## src/rtl/conv_seq.sv

```systemverilog
// conv_seq: frame sequencer for a column-streaming N x N convolution engine.
// It walks a frame through FILL (N+1 columns), then alternates
// PROC -> OUT -> LOAD until i_ncols-N output columns have been produced.
// The phase code {o_eop,o_sop} and the o_chblk column-change pulse drive a
// memory control unit that rotates N+2 column banks.
// Optional feature: define CONV_SEQ_ABORT_EN to add i_abort / o_abort_ack.
// NB_ADDR must be wide enough to hold IMG_H-1 (2**NB_ADDR >= IMG_H).
module conv_seq #(
   parameter int N        = 2,
   parameter int IMG_H    = 440,
   parameter int NB_ADDR  = 9,
   parameter int NB_COL   = 10,
   parameter int PROC_LAT = 2
) (
   input  logic               clk,
   input  logic               rst,
   input  logic               i_start,
   input  logic [NB_COL-1:0]  i_ncols,
   input  logic               i_valid,
   input  logic               i_out_ready,
   output logic               o_sop,
   output logic               o_eop,
   output logic               o_chblk,
   output logic [NB_ADDR-1:0] o_addr,
   output logic               o_in_ready,
   output logic               o_out_valid,
   output logic [NB_COL-1:0]  o_col_cnt,
   output logic               o_busy,
   output logic               o_done
`ifdef CONV_SEQ_ABORT_EN
   ,
   input  logic               i_abort,
   output logic               o_abort_ack
`endif
);

   // PROC runs for a full column sweep plus the drain allowance of the datapath.
   localparam int PROC_LEN = IMG_H + PROC_LAT;
   localparam int CNT_W    = $clog2(PROC_LEN + 1);
   localparam int COL_W    = $clog2(N + 2);

   localparam logic [NB_ADDR-1:0] ADDR_LAST = NB_ADDR'(IMG_H - 1);
   localparam logic [CNT_W-1:0]   CNT_LAST  = CNT_W'(PROC_LEN - 1);
   localparam logic [COL_W-1:0]   FILL_LAST = COL_W'(N);
   localparam logic [NB_COL-1:0]  NCOLS_MIN = NB_COL'(N + 1);
   localparam logic [NB_COL-1:0]  N_NCOL    = NB_COL'(N);

   typedef enum logic [2:0] {
      S_IDLE = 3'd0,
      S_FILL = 3'd1,
      S_PROC = 3'd2,
      S_OUT  = 3'd3,
      S_LOAD = 3'd4,
      S_DONE = 3'd5
   } state_t;

   state_t               state_q, state_d;
   logic [NB_ADDR-1:0]   addr_q, addr_d;
   logic [COL_W-1:0]     fill_col_q, fill_col_d;
   logic [CNT_W-1:0]     proc_cnt_q, proc_cnt_d;
   logic [NB_COL-1:0]    col_cnt_q, col_cnt_d;
   logic [NB_COL-1:0]    ncols_q, ncols_d;
   logic                 chblk_q, chblk_d;
   logic                 in_ready_q, in_ready_d;
   logic                 out_valid_q, out_valid_d;
   logic                 sop_q, sop_d;
   logic                 eop_q, eop_d;
   logic                 busy_q, busy_d;
   logic                 done_q, done_d;

   logic                 accept;
   logic                 xfer;
   logic                 abort_hit;

   // Handshakes are qualified by registered readiness, so i_valid and
   // i_out_ready are naturally ignored outside the phases that use them.
   assign accept = i_valid & in_ready_q;
   assign xfer   = out_valid_q & i_out_ready;

`ifdef CONV_SEQ_ABORT_EN
   logic abort_ack_q, abort_ack_d;

   assign abort_hit   = i_abort & (state_q != S_IDLE);
   assign o_abort_ack = abort_ack_q;
`else
   assign abort_hit = 1'b0;
`endif

   // Next-state, counter and registered-output computation.
   always_comb begin
      state_d    = state_q;
      addr_d     = addr_q;
      fill_col_d = fill_col_q;
      proc_cnt_d = proc_cnt_q;
      col_cnt_d  = col_cnt_q;
      ncols_d    = ncols_q;
      chblk_d    = 1'b0;

      case (state_q)
         S_IDLE: begin
            if (i_start) begin
               ncols_d    = i_ncols;
               col_cnt_d  = '0;
               addr_d     = '0;
               fill_col_d = '0;
               proc_cnt_d = '0;
               // Too few columns for even one output: finish without touching memory.
               state_d    = (i_ncols >= NCOLS_MIN) ? S_FILL : S_DONE;
            end
         end

         S_FILL: begin
            // The o_chblk cycle has in_ready low, so accept is 0 there and
            // the pulse drops back after exactly one cycle.
            if (accept) begin
               if (addr_q == ADDR_LAST) begin
                  addr_d = '0;
                  if (fill_col_q == FILL_LAST) begin
                     fill_col_d = '0;
                     proc_cnt_d = '0;
                     state_d    = S_PROC;
                  end else begin
                     fill_col_d = fill_col_q + COL_W'(1);
                     chblk_d    = 1'b1;
                  end
               end else begin
                  addr_d = addr_q + NB_ADDR'(1);
               end
            end
         end

         S_LOAD: begin
            if (accept) begin
               if (addr_q == ADDR_LAST) begin
                  addr_d     = '0;
                  proc_cnt_d = '0;
                  state_d    = S_PROC;
               end else begin
                  addr_d = addr_q + NB_ADDR'(1);
               end
            end
         end

         S_PROC: begin
            if (proc_cnt_q == CNT_LAST) begin
               addr_d     = '0;
               proc_cnt_d = '0;
               state_d    = S_OUT;
            end else begin
               proc_cnt_d = proc_cnt_q + CNT_W'(1);
               // Sweep the column once, then park on the last row while the
               // pipeline drains.
               if (addr_q != ADDR_LAST) begin
                  addr_d = addr_q + NB_ADDR'(1);
               end
            end
         end

         S_OUT: begin
            if (xfer) begin
               if (addr_q == ADDR_LAST) begin
                  addr_d    = '0;
                  col_cnt_d = col_cnt_q + NB_COL'(1);
                  state_d   = (col_cnt_d == (ncols_q - N_NCOL)) ? S_DONE : S_LOAD;
               end else begin
                  addr_d = addr_q + NB_ADDR'(1);
               end
            end
         end

         S_DONE: begin
            state_d = S_IDLE;
         end

         default: begin
            state_d = S_IDLE;
         end
      endcase

      // Abort wins over everything and leaves a clean IDLE behind it.
      if (abort_hit) begin
         state_d    = S_IDLE;
         addr_d     = '0;
         fill_col_d = '0;
         proc_cnt_d = '0;
         col_cnt_d  = '0;
         ncols_d    = '0;
         chblk_d    = 1'b0;
      end

      // Outputs are flops whose values track the state being entered, so the
      // visible phase, readiness and valid always match the current state.
      in_ready_d  = ((state_d == S_FILL) || (state_d == S_LOAD)) && !chblk_d;
      out_valid_d = (state_d == S_OUT);
      sop_d       = (state_d == S_PROC);
      eop_d       = (state_d == S_OUT);
      busy_d      = (state_d != S_IDLE);
      // The end-of-frame pulse is issued as the DONE state is left.
      done_d      = (state_q == S_DONE) && !abort_hit;
`ifdef CONV_SEQ_ABORT_EN
      abort_ack_d = abort_hit;
`endif
   end

   // State, counters and output registers; reset drops any frame in flight.
   always_ff @(posedge clk or posedge rst) begin
      if (rst) begin
         state_q     <= S_IDLE;
         addr_q      <= '0;
         fill_col_q  <= '0;
         proc_cnt_q  <= '0;
         col_cnt_q   <= '0;
         ncols_q     <= '0;
         chblk_q     <= 1'b0;
         in_ready_q  <= 1'b0;
         out_valid_q <= 1'b0;
         sop_q       <= 1'b0;
         eop_q       <= 1'b0;
         busy_q      <= 1'b0;
         done_q      <= 1'b0;
`ifdef CONV_SEQ_ABORT_EN
         abort_ack_q <= 1'b0;
`endif
      end else begin
         state_q     <= state_d;
         addr_q      <= addr_d;
         fill_col_q  <= fill_col_d;
         proc_cnt_q  <= proc_cnt_d;
         col_cnt_q   <= col_cnt_d;
         ncols_q     <= ncols_d;
         chblk_q     <= chblk_d;
         in_ready_q  <= in_ready_d;
         out_valid_q <= out_valid_d;
         sop_q       <= sop_d;
         eop_q       <= eop_d;
         busy_q      <= busy_d;
         done_q      <= done_d;
`ifdef CONV_SEQ_ABORT_EN
         abort_ack_q <= abort_ack_d;
`endif
      end
   end

   assign o_sop       = sop_q;
   assign o_eop       = eop_q;
   assign o_chblk     = chblk_q;
   assign o_addr      = addr_q;
   assign o_in_ready  = in_ready_q;
   assign o_out_valid = out_valid_q;
   assign o_col_cnt   = col_cnt_q;
   assign o_busy      = busy_q;
   assign o_done      = done_q;

endmodule

```

## config.mk

```make
export PLATFORM = sky130hd
export DESIGN_NAME = conv_seq
export DESIGN_NICKNAME = d
export VERILOG_FILES = /design/src/rtl/conv_seq.sv
export SDC_FILE = /design/constraint.sdc
export NUM_CORES = 1
export LEC_CHECK = 0
export ABC_AREA = 1
export ABC_CLOCK_PERIOD_IN_PS = 2000
export BUFFER_PORTS_ARGS = -buffer_cell sky130_fd_sc_hd__buf_2
export CAP_MARGIN = 5
export CORE_UTILIZATION = 45
export CTS_BUF_LIST = sky130_fd_sc_hd__clkbuf_8
export CTS_CLUSTER_SIZE = 12
export DETAILED_ROUTE_END_ITERATION = 7
export PLACE_DENSITY = 0.67
export RECOVER_POWER = 100
export SLEW_MARGIN = 0
export SYNTH_ARGS = -nofsm -noshare
export SYNTH_HDL_FRONTEND = slang
export SYNTH_SLANG_ARGS = --single-unit
```

## constraint.sdc

```tcl
create_clock -name clk -period 2 [get_ports clk]
set_clock_uncertainty 0.15 [all_clocks]
set_input_delay 0.2 -clock clk [delete_from_list [all_inputs] [get_ports clk]]
set_output_delay 0.2 -clock clk [all_outputs]
set_load 0.05 [all_outputs]
```

---- Word-level counts from Yosys, hierarchy flattened ----
Cells that the tools add are included.
storage, ports and cells
  bits of input ports ..................... 15
  logic and storage cells ................. 98
  register bits ........................... 49
cells by class
  multiplexer cells ....................... 39
  eq/ne operators ......................... 24
  reduce and logical (&&, ||, !) cells .... 15
  bitwise gates (word level) .............. 2
  magnitude comparators ................... 1
  add/subtract/negate cells ............... 5
operators by type and width
  kind                                                   count
  2-to-1 mux 9 bit                                       12
  case mux 9 bit (4 select lines)                        2
  2-to-1 mux 10 bit                                      3
  2-to-1 mux 3 bit                                       10
  case mux 10 bit (2 select lines)                       1
  adder 9 x 1 -> 9 bit (second input constant)           2
  == test 9 bit (second input constant)                  2
  inequality test 2 bit (second input constant)          8
  case mux 3 bit (5 select lines)                        1
  == test 3 x 2 -> 1 bit (second input constant)         4
  adder 10 x 1 -> 10 bit (second input constant)         1
  == test 10 bit                                         1
  >= comparator 10 x 2 -> 1 bit (second input constant)  1
  subtractor 10 x 2 -> 10 bit (second input constant)    1
  == test 3 bit (second input constant)                  3
  inequality test 9 bit (second input constant)          1
  2-to-1 mux 2 bit                                       4
  AND reduction 4 bit                                    2
  nonzero test 4 bit                                     2
  AND reduction 7 bit                                    1
  == test 3 x 1 -> 1 bit (second input constant)         2
  2-to-1 mux 1 bit                                       5
  AND reduction 5 bit                                    1
  case mux 2 bit (2 select lines)                        1
  13 further kinds                                       15

---- Logic depth before layout (Yosys ltp) ----
Gate-level depths: netlist of the first run.
  depth in word-level cells ............... 9
  mapped depth ............................ 16
  gate-level depth less buffers ........... 16

---- Worst setup path before layout of the first run ----
OpenSTA, ideal clock, no wires.
  path kind ............................... register to register
  start ................................... reg addr_q[1] (netlist: o_addr[1])
  end ..................................... reg busy_q (netlist: o_busy)
  data arrival time ....................... 2018 ps
  clock period less this slack ............ 2299 ps
  setup time .............................. 131 ps
  stages on the path, launching flop included .. 11
  buffers on the path ..................... 0
  data required time ...................... 1719 ps
  setup slack ............................. -299 ps
  path through ............................ dfrtp_1 -> ha_1 -> nand2_1 -> nor2_1 -> nand2_4 -> nor2_2 -> a21oi_1 -> a221oi_1 -> nand2_2 -> inv_1 -> nand3b_1
between the ends
  word-level cells in the longest chain between the ends .. 5
ends and longest elaborated chain
  element                              RTL line       text
  from (decl)                          58             logic [NB_ADDR-1:0] addr_q, addr_d;
  from (signal assigned)               226            addr_q <= addr_d;
  == test 9 bit (*)                    116, 134, 161
  2-to-1 mux 3 bit (on tied branches)  161, 116, 134
  2-to-1 mux 3 bit (on tied branches)  160, 115, 133
  case mux 3 bit (5 select lines) (*)  99             case (state_q)
  named net state_d[0]                 57             state_t state_q, state_d;
  nonzero test 3 bit (*)               197            busy_d = (state_d != S_IDLE);
  named net busy_d                     68             logic busy_q, busy_d;
  to (signal assigned)                 236            busy_q <= busy_d;
  to (decl)                            68
The timed path passes the listed nets; every way through them passes the cells marked *.
A chain may end at the register's enable or synchronous reset.

---- Worst setup path in the final report of the first run ----
  start ................................... reg col_cnt_q[0] (netlist: o_col_cnt[0])
  end ..................................... reg in_ready_q (netlist: o_in_ready)
between the ends
  word-level cells in the longest chain between the ends .. 9
ends and longest elaborated chain
  element                                                         RTL line  text
  from (decl)                                                     61        logic [NB_COL-1:0] col_cnt_q, col_cnt_d;
  from (signal assigned)                                          229       col_cnt_q <= col_cnt_d;
  adder 10 x 1 -> 10 bit (*)                                      163       col_cnt_d = col_cnt_q + NB_COL'(1);
  == test 10 bit (*)                                              164       state_d = (col_cnt_d == (ncols_q - N_NCOL)) ? S_DONE : S_LOAD;
  2-to-1 mux 1 bit (*)                                            164
  2-to-1 mux 3 bit (*)                                            161       if (addr_q == ADDR_LAST) begin
  2-to-1 mux 3 bit (*)                                            160       if (xfer) begin
  case mux 3 bit (5 select lines) (*)                             99
  named net state_d[0]                                            57
  == test 3 x 1 -> 1 bit / == test 3 bit (equally long branches)  193       in_ready_d = ((state_d == S_FILL) || (state_d == S_LOAD)) && !chblk_d;
  logical OR 1 bit (*)                                            193
  logical AND 1 bit (*)                                           193
  named net in_ready_d                                            64        logic in_ready_q, in_ready_d;
  to (signal assigned)                                            232       in_ready_q <= in_ready_d;
  to (decl)                                                       64
Marks and branches as above.

==> results.json, run 1 <==
{
  "outcome": "complete, but fails checks",
  "violations": "negative setup slack",
  "clk_pin_slew_ns": 0.09,
  "grt_pass1_wl_mm": 11.7,
  "synth.cell_area_um2": 2990,
  "maxSlewViolCount": 0,
  "design.core.area_um2": 6390,
  "synth_warnings": 0,
  "die_y_um": 83.5,
  "synth_seq_area_share": 0.410,
  "drt_iter0_markers": 93,
  "cts_buffers": 5,
  "wl_met2_mm": 3.45,
  "hold_path_end": "ncols_q[3]",
  "finalSetupTns_ns": -0.0162,
  "critPathRequiredTime_ns": 2.10,
  "synth_area_per_cell_um2": 7.46,
  "row_count": 29,
  "routed_wl_mm": 6.90,
  "final_nets": 505,
  "end_kind": "register",
  "r2r_cells": 16,
  "cts_buffer_depth": 2,
  "diodes": 0,
  "die_area_um2": 6980,
  "maxSlewHeadroom": 0.259,
  "rsz0062_at_grt": "true",
  "hold_path.startpoint": "i_ncols[3]",
  "criticalPathCategory": "register to register",
  "grt_usage": 0.206,
  "die_w_um": 83.5,
  "worst_ep_arrival_time_ns": 2.11,
  "via_per_inst": 5.00,
  "drt-pass1-iter-count": 4,
  "area_delta_synth_final_pct": 29.5,
  "syn-num-nets": 421,
  "timing.fmax_ghz": 0.496,
  "crit_top_cell": "nand2_1",
  "max_slew.worst_pin.slew_ns": 1.11,
  "path_buf_inv": 2,
  "min_period_over_period": 1.01,
  "vdd_drop_max_mv": 0.963,
  "multi_input_area_um2": 1650,
  "final_cell_mix": "81 x nand2_1, 48 x inv_1, 36 x nor2_1",
  "io_pins": 41,
  "grt_antenna_before_repair": 0,
  "final_common_cell": "nand2_1",
  "power.density_nw_per_um2": 1120,
  "cts.root.buffer_cell": "clkbuf_8",
  "r2r_end": "o_in_ready",
  "layout-drive-gt1-share": 0.317,
  "layout_min_cycle_time_ns": 2.02,
  "met3_length_um": 223,
  "place.gp.congestion": 0.884,
  "cp_max_fo": 4,
  "reg2reg_slack_ns": -0.02,
  "h-tree-depth": 2,
  "critPathMaxStageDelay_ns": 0.52,
  "clock_sinks": 49,
  "drc": 0,
  "num-fill-cells": 582,
  "cts_tree": "yes",
  "whs_ns": 0.00398,
  "met1_length_mm": 3.10,
  "critPathSlowestCell": "dfrtp_4",
  "min_path_type": "input port to register",
  "grt_pass1_vias": 2679,
  "crit_chain": "ha_4 -> nand2_4 -> inv_2 -> nand2_2 -> nand2_1 -> inv_1 -> nand2_1 -> nand2_1 -> nand4_1 -> nor2_1 -> nand2_1 -> nand2_1 -> nand2_2 -> nand2_4 -> nand2_2 -> a21oi_2",
  "grt_overflow": 0,
  "synthCells": 401,
  "yosys_register_bits": 49,
  "wl_per_cell_um": 12.3,
  "place_hpwl_mm": 5.00,
  "via_count": 2814,
  "final-setup-viol-count": 1,
  "initial_core_util": 0.468,
  "p_leak_uw": 0.00183,
  "synth_cell_types": 36,
  "place_ws_ns": -0.0725,
  "setup.worst_path.start_class": "register",
  "port_buffers": 40,
  "fin_ws_ns": -0.0162,
  "reg2reg_from": "o_col_cnt[0]",
  "grt_max_degree": 50,
  "utilization": 0.607,
  "crit_family": "simple AND/OR/NAND/NOR gates",
  "min_path_cells": 3,
  "ff_latch_area_um2": 1250,
  "routed.top_layer": "met4",
  "drtAntennaViolNets": 0,
  "drv_cap": 0,
  "finalHoldViolations": 0,
  "clock_latency_ns": 0.31
}
==> cell type report <==
| type | count | area share |
|---|---|---|
| clock buffer | 6 | 0.0213 |
| sequential | 49 | 0.322 |
| timing repair buffer | 78 | 0.127 |
| tap | 77 | 0.0249 |
| timing repair inverter | 1 | 0.00129 |
| clock inverter | 2 | 0.00969 |
| inverter | 68 | 0.0678 |
| multi-input combinational | 282 | 0.426 |
==> state kept, by name (all words and copies together) (netlist names), 2 cells and up <==
signal and count:
o_addr 9, proc_cnt_q 9, ncols_q 10, state_q 3
o_col_cnt 10, fill_col_q 2
==> report_power, final <==
group	internal (µW)	switching (µW)	total, µW
clock network	407	358	765
logic	680	1430	2110
registers	1250	218	1470
==> stage by stage <==
step / cells / power [µW] / cell area (µm²)
final: 563 / 4350 / 3870
after floorplan: 401 / 2920 / 3060
after CTS: 550 / 4210 / 3700
after global routing: 563 / 4640 / 3870
after detailed placement: 534 / 3400 / 3490
after global placement: 534 / 3380 / 3490
==> worst max-delay path by stage <==
stage,startpoint,to,slack (ns),depth (start not counted)
after detailed placement,o_col_cnt[0],o_in_ready,-0.07,16
final,o_col_cnt[0],o_in_ready,-0.02,16
after floorplan,o_addr[1],o_in_ready,-0.009,15
after CTS,o_col_cnt[0],o_in_ready,-0.02,14
after global routing,o_col_cnt[0],o_in_ready,-0.22,16
after global placement,o_col_cnt[0],o_in_ready,-0.04,16
==> routing by layer <==
layer,GRT usage,up-vias
li1,-,1450
met1,0.255,1295
met2,0.362,57
met3,0.0415,12
met4,0.0616,0
met5,0,-
==> cells in the mapped netlist, drive strengths merged <==
library cell | number | area [µm²]
o22ai | 10 | 62.6
nand3 | 25 | 135
nand2 | 102 | 403
a22oi | 1 | 7.51
o21a | 2 | 15.0
ha | 5 | 62.6
dfrtp | 49 | 1230
a221oi | 1 | 8.76
mux2 | 4 | 45.0
nor2 | 54 | 268
xnor2 | 5 | 43.8
o21ai | 25 | 136
buf | 1 | 7.51
a2111oi | 1 | 8.76
o211ai | 1 | 7.51
a21oi | 20 | 104
nand3b | 3 | 22.5
a2bb2oi | 1 | 8.76
clkbuf | 1 | 3.75
inv | 68 | 258
nand4 | 4 | 25.0
a21boi | 1 | 7.51
nor3 | 12 | 82.6
nor4 | 1 | 6.26
xor2 | 4 | 35.0
==> cell families after synthesis <==
family | Yosys count | share of synthesized area
flops | 49 | 0.410
fa+ha+maj | 5 | 0.0209
buf+inv | 70 | 0.0900
mux | 4 | 0.0151
xor+xnor | 9 | 0.0264
compound gates | 63 | 0.123
simple gates | 201 | 0.315
==> worst min-delay path: stages <==
cell	delay (ns)
buf_2	0.09
inv_1	0.06
o21ai_0	0.08
==> what timing repair did <==
| action | CTS | global route |
|---|---|---|
| hold buffers | 4 | 0 |
| cloned | 0 | 1 |
| hold endpoints to repair | 52 | 0 |
| gates resized for setup | 8 | 43 |
| setup endpoints to repair | 4 | 31 |
| pin swaps | 3 | 9 |
| setup buffers | 4 | 12 |
(Power assumes the default switching activity.)
==> inputs of run 2 (changes only) <==
CORE_UTILIZATION = 35   (was 45)
PLACE_DENSITY = default   (was 0.67)
==> results.json, run 2 (same netlist as run 1, synthesis figures left out) <==
{
  "vdd_drop_max_mv": 0.819,
  "die_w_um": 94.4,
  "via_per_inst": 4.82,
  "row_count": 33,
  "finalHoldViolations": 0,
  "cp_max_fo": 4,
  "layout-drive-gt1-share": 0.327,
  "multi_input_area_um2": 1640,
  "cp-endpoint": "o_in_ready",
  "num-fill-cells": 842,
  "io_pins": 41,
  "timing.fmax_ghz": 0.483,
  "r2r_end": "o_in_ready",
  "final-setup-viol-count": 5,
  "cts_tree": "yes",
  "fin_ws_ns": -0.0712,
  "cts_buffers": 5,
  "drt-pass1-iter-count": 4,
  "drt_iter0_markers": 93,
  "end_kind": "register",
  "cts_buffer_depth": 2,
  "place_hpwl_mm": 5.53,
  "final_nets": 521,
  "die_area_um2": 8920,
  "grt_usage": 0.182,
  "place_ws_ns": -0.133,
  "design.core.area_um2": 8260,
  "routed_wl_mm": 7.61,
  "drv_cap": 0,
  "worst_ep_arrival_time_ns": 2.16,
  "min_period_over_period": 1.04,
  "clock_latency_ns": 0.30,
  "max_slew.worst_pin.slew_ns": 1.12,
  "grt_overflow": 0,
  "place.gp.congestion": 0.853,
  "via_count": 2927,
  "port_buffers": 40,
  "maxSlewHeadroom": 0.253,
  "grt_pass1_wl_mm": 12.7,
  "grt_max_degree": 50,
  "r2r_cells": 16,
  "grt_antenna_before_repair": 0,
  "reg2reg_from": "o_col_cnt[0]",
  "p_leak_uw": 0.00191,
  "min_path_type": "input port to register",
  "initial_core_util": 0.362,
  "die_y_um": 94.4,
  "ff_latch_area_um2": 1250,
  "finalSetupTns_ns": -0.227,
  "clk_pin_slew_ns": 0.09,
  "clock_sinks": 49,
  "critPathRequiredTime_ns": 2.09,
  "wl_per_cell_um": 12.5,
  "drtAntennaViolNets": 0,
  "criticalPathCategory": "register to register",
  "final_common_cell": "nand2_1",
  "maxSlewViolCount": 0,
  "startpoint": "o_col_cnt[0]",
  "drc": 0,
  "setup.worst_path.start_class": "register",
  "outcome": "complete, but fails checks",
  "reg2reg_slack_ns": -0.07,
  "rsz0062_at_grt": "true",
  "power.density_nw_per_um2": 1060,
  "diodes": 0,
  "area_delta_synth_final_pct": 32.8,
  "cts.root.buffer_cell": "clkbuf_8",
  "layout_min_cycle_time_ns": 2.07,
  "violations": "negative setup slack",
  "grt_pass1_vias": 2851,
  "final_cell_mix": "81 x nand2_1, 53 x inv_1, 47 x buf_4",
  "h-tree-depth": 2,
  "hold_path.startpoint": "i_ncols[0]"
}
-- run 2: cell types whose count changed in the layout (fill, tap and decap cells not counted), sizes merged --
| cell | delta |
|---|---|
| bufinv | -1 |
| inv | +1 |
| buf | +20 |
| clkbuf | -5 |
| dlygate4sd3 | +1 |
-- run 2: final cells by class --
class | count | area share
multi-input cells | 282 | 0.412
flip-flops and latches | 49 | 0.314
repair buffers | 95 | 0.154
inverters | 68 | 0.0655
well taps | 105 | 0.0331
clock buffers | 5 | 0.0173
clock inverters | 3 | 0.00441
-- run 2: worst min path at each step --
stage / to / slack, ns / depth (start not counted)
2_1_floorplan: ncols_q[0] / 0.20 / 1
3_3_place_gp: o_col_cnt[2] / 0.12 / 3
3_5_place_dp: o_col_cnt[3] / 0.12 / 3
4_1_cts: ncols_q[6] / 0.008 / 2
5_1_grt: ncols_q[0] / 0.01 / 2
6_report: ncols_q[0] / 0.009 / 2
-- run 2: worst max-delay path, cell delays in order, from the launching register on --
cell and delay, ns:
dfrtp_4 0.51, ha_4 0.19, inv_2 0.05, nand2_2 0.06
nand2_2 0.08, nand2_1 0.05, nand2_1 0.06, nand3_1 0.08
nor2_1 0.12, nand3_1 0.09, nor2_1 0.09, nand2_1 0.06
nand2_1 0.07, nand2_2 0.08, nand2_4 0.09, nand2_2 0.06
a21oi_2 0.11
-- run 2: metal layers --
layer | vias up | routed length (µm) | GRT usage | part of all wire
li1 | 1485 | - | - | -
met1 | 1394 | 3340 | 0.217 | 0.44
met2 | 41 | 4030 | 0.339 | 0.53
met3 | 7 | 168 | 0.0266 | 0.022
met4 | 0 | 70 | 0.0487 | 0.0092
met5 | - | 0 | 0 | 0
-- run 2: what timing repair did --
item | CTS | global route
gates resized for setup | 13 | 23
setup endpoints to repair | 4 | 28
buffers inserted | 19 | 3
pin swaps | 15 | 8
hold buffers | 5 | 0
hold endpoints to repair | 53 | 0
-- run 2: metrics by stage --
stage | hold WS, ns | power, µW | utilization | cell area (µm²) | instances
6_report | 0.00920 | 4230 | 0.481 | 3970 | 607
5_1_grt | 0.0111 | 4540 | 0.481 | 3970 | 607
4_1_cts | 0.00836 | 4190 | 0.473 | 3910 | 604
3_5_place_dp | 0.121 | 3470 | 0.436 | 3600 | 572
3_3_place_gp | 0.118 | 3420 | 0.436 | 3600 | 572
2_1_floorplan | 0.200 | 2920 | - | 3060 | 401
-- run 2: power by group --
| group | internal [µW] | leakage, µW | switching [µW] |
|---|---|---|---|
| Sequential | 1250 | 0.000556 | 226 |
| Clock | 242 | 0.0000439 | 349 |
| Combinational | 729 | 0.00131 | 1430 |
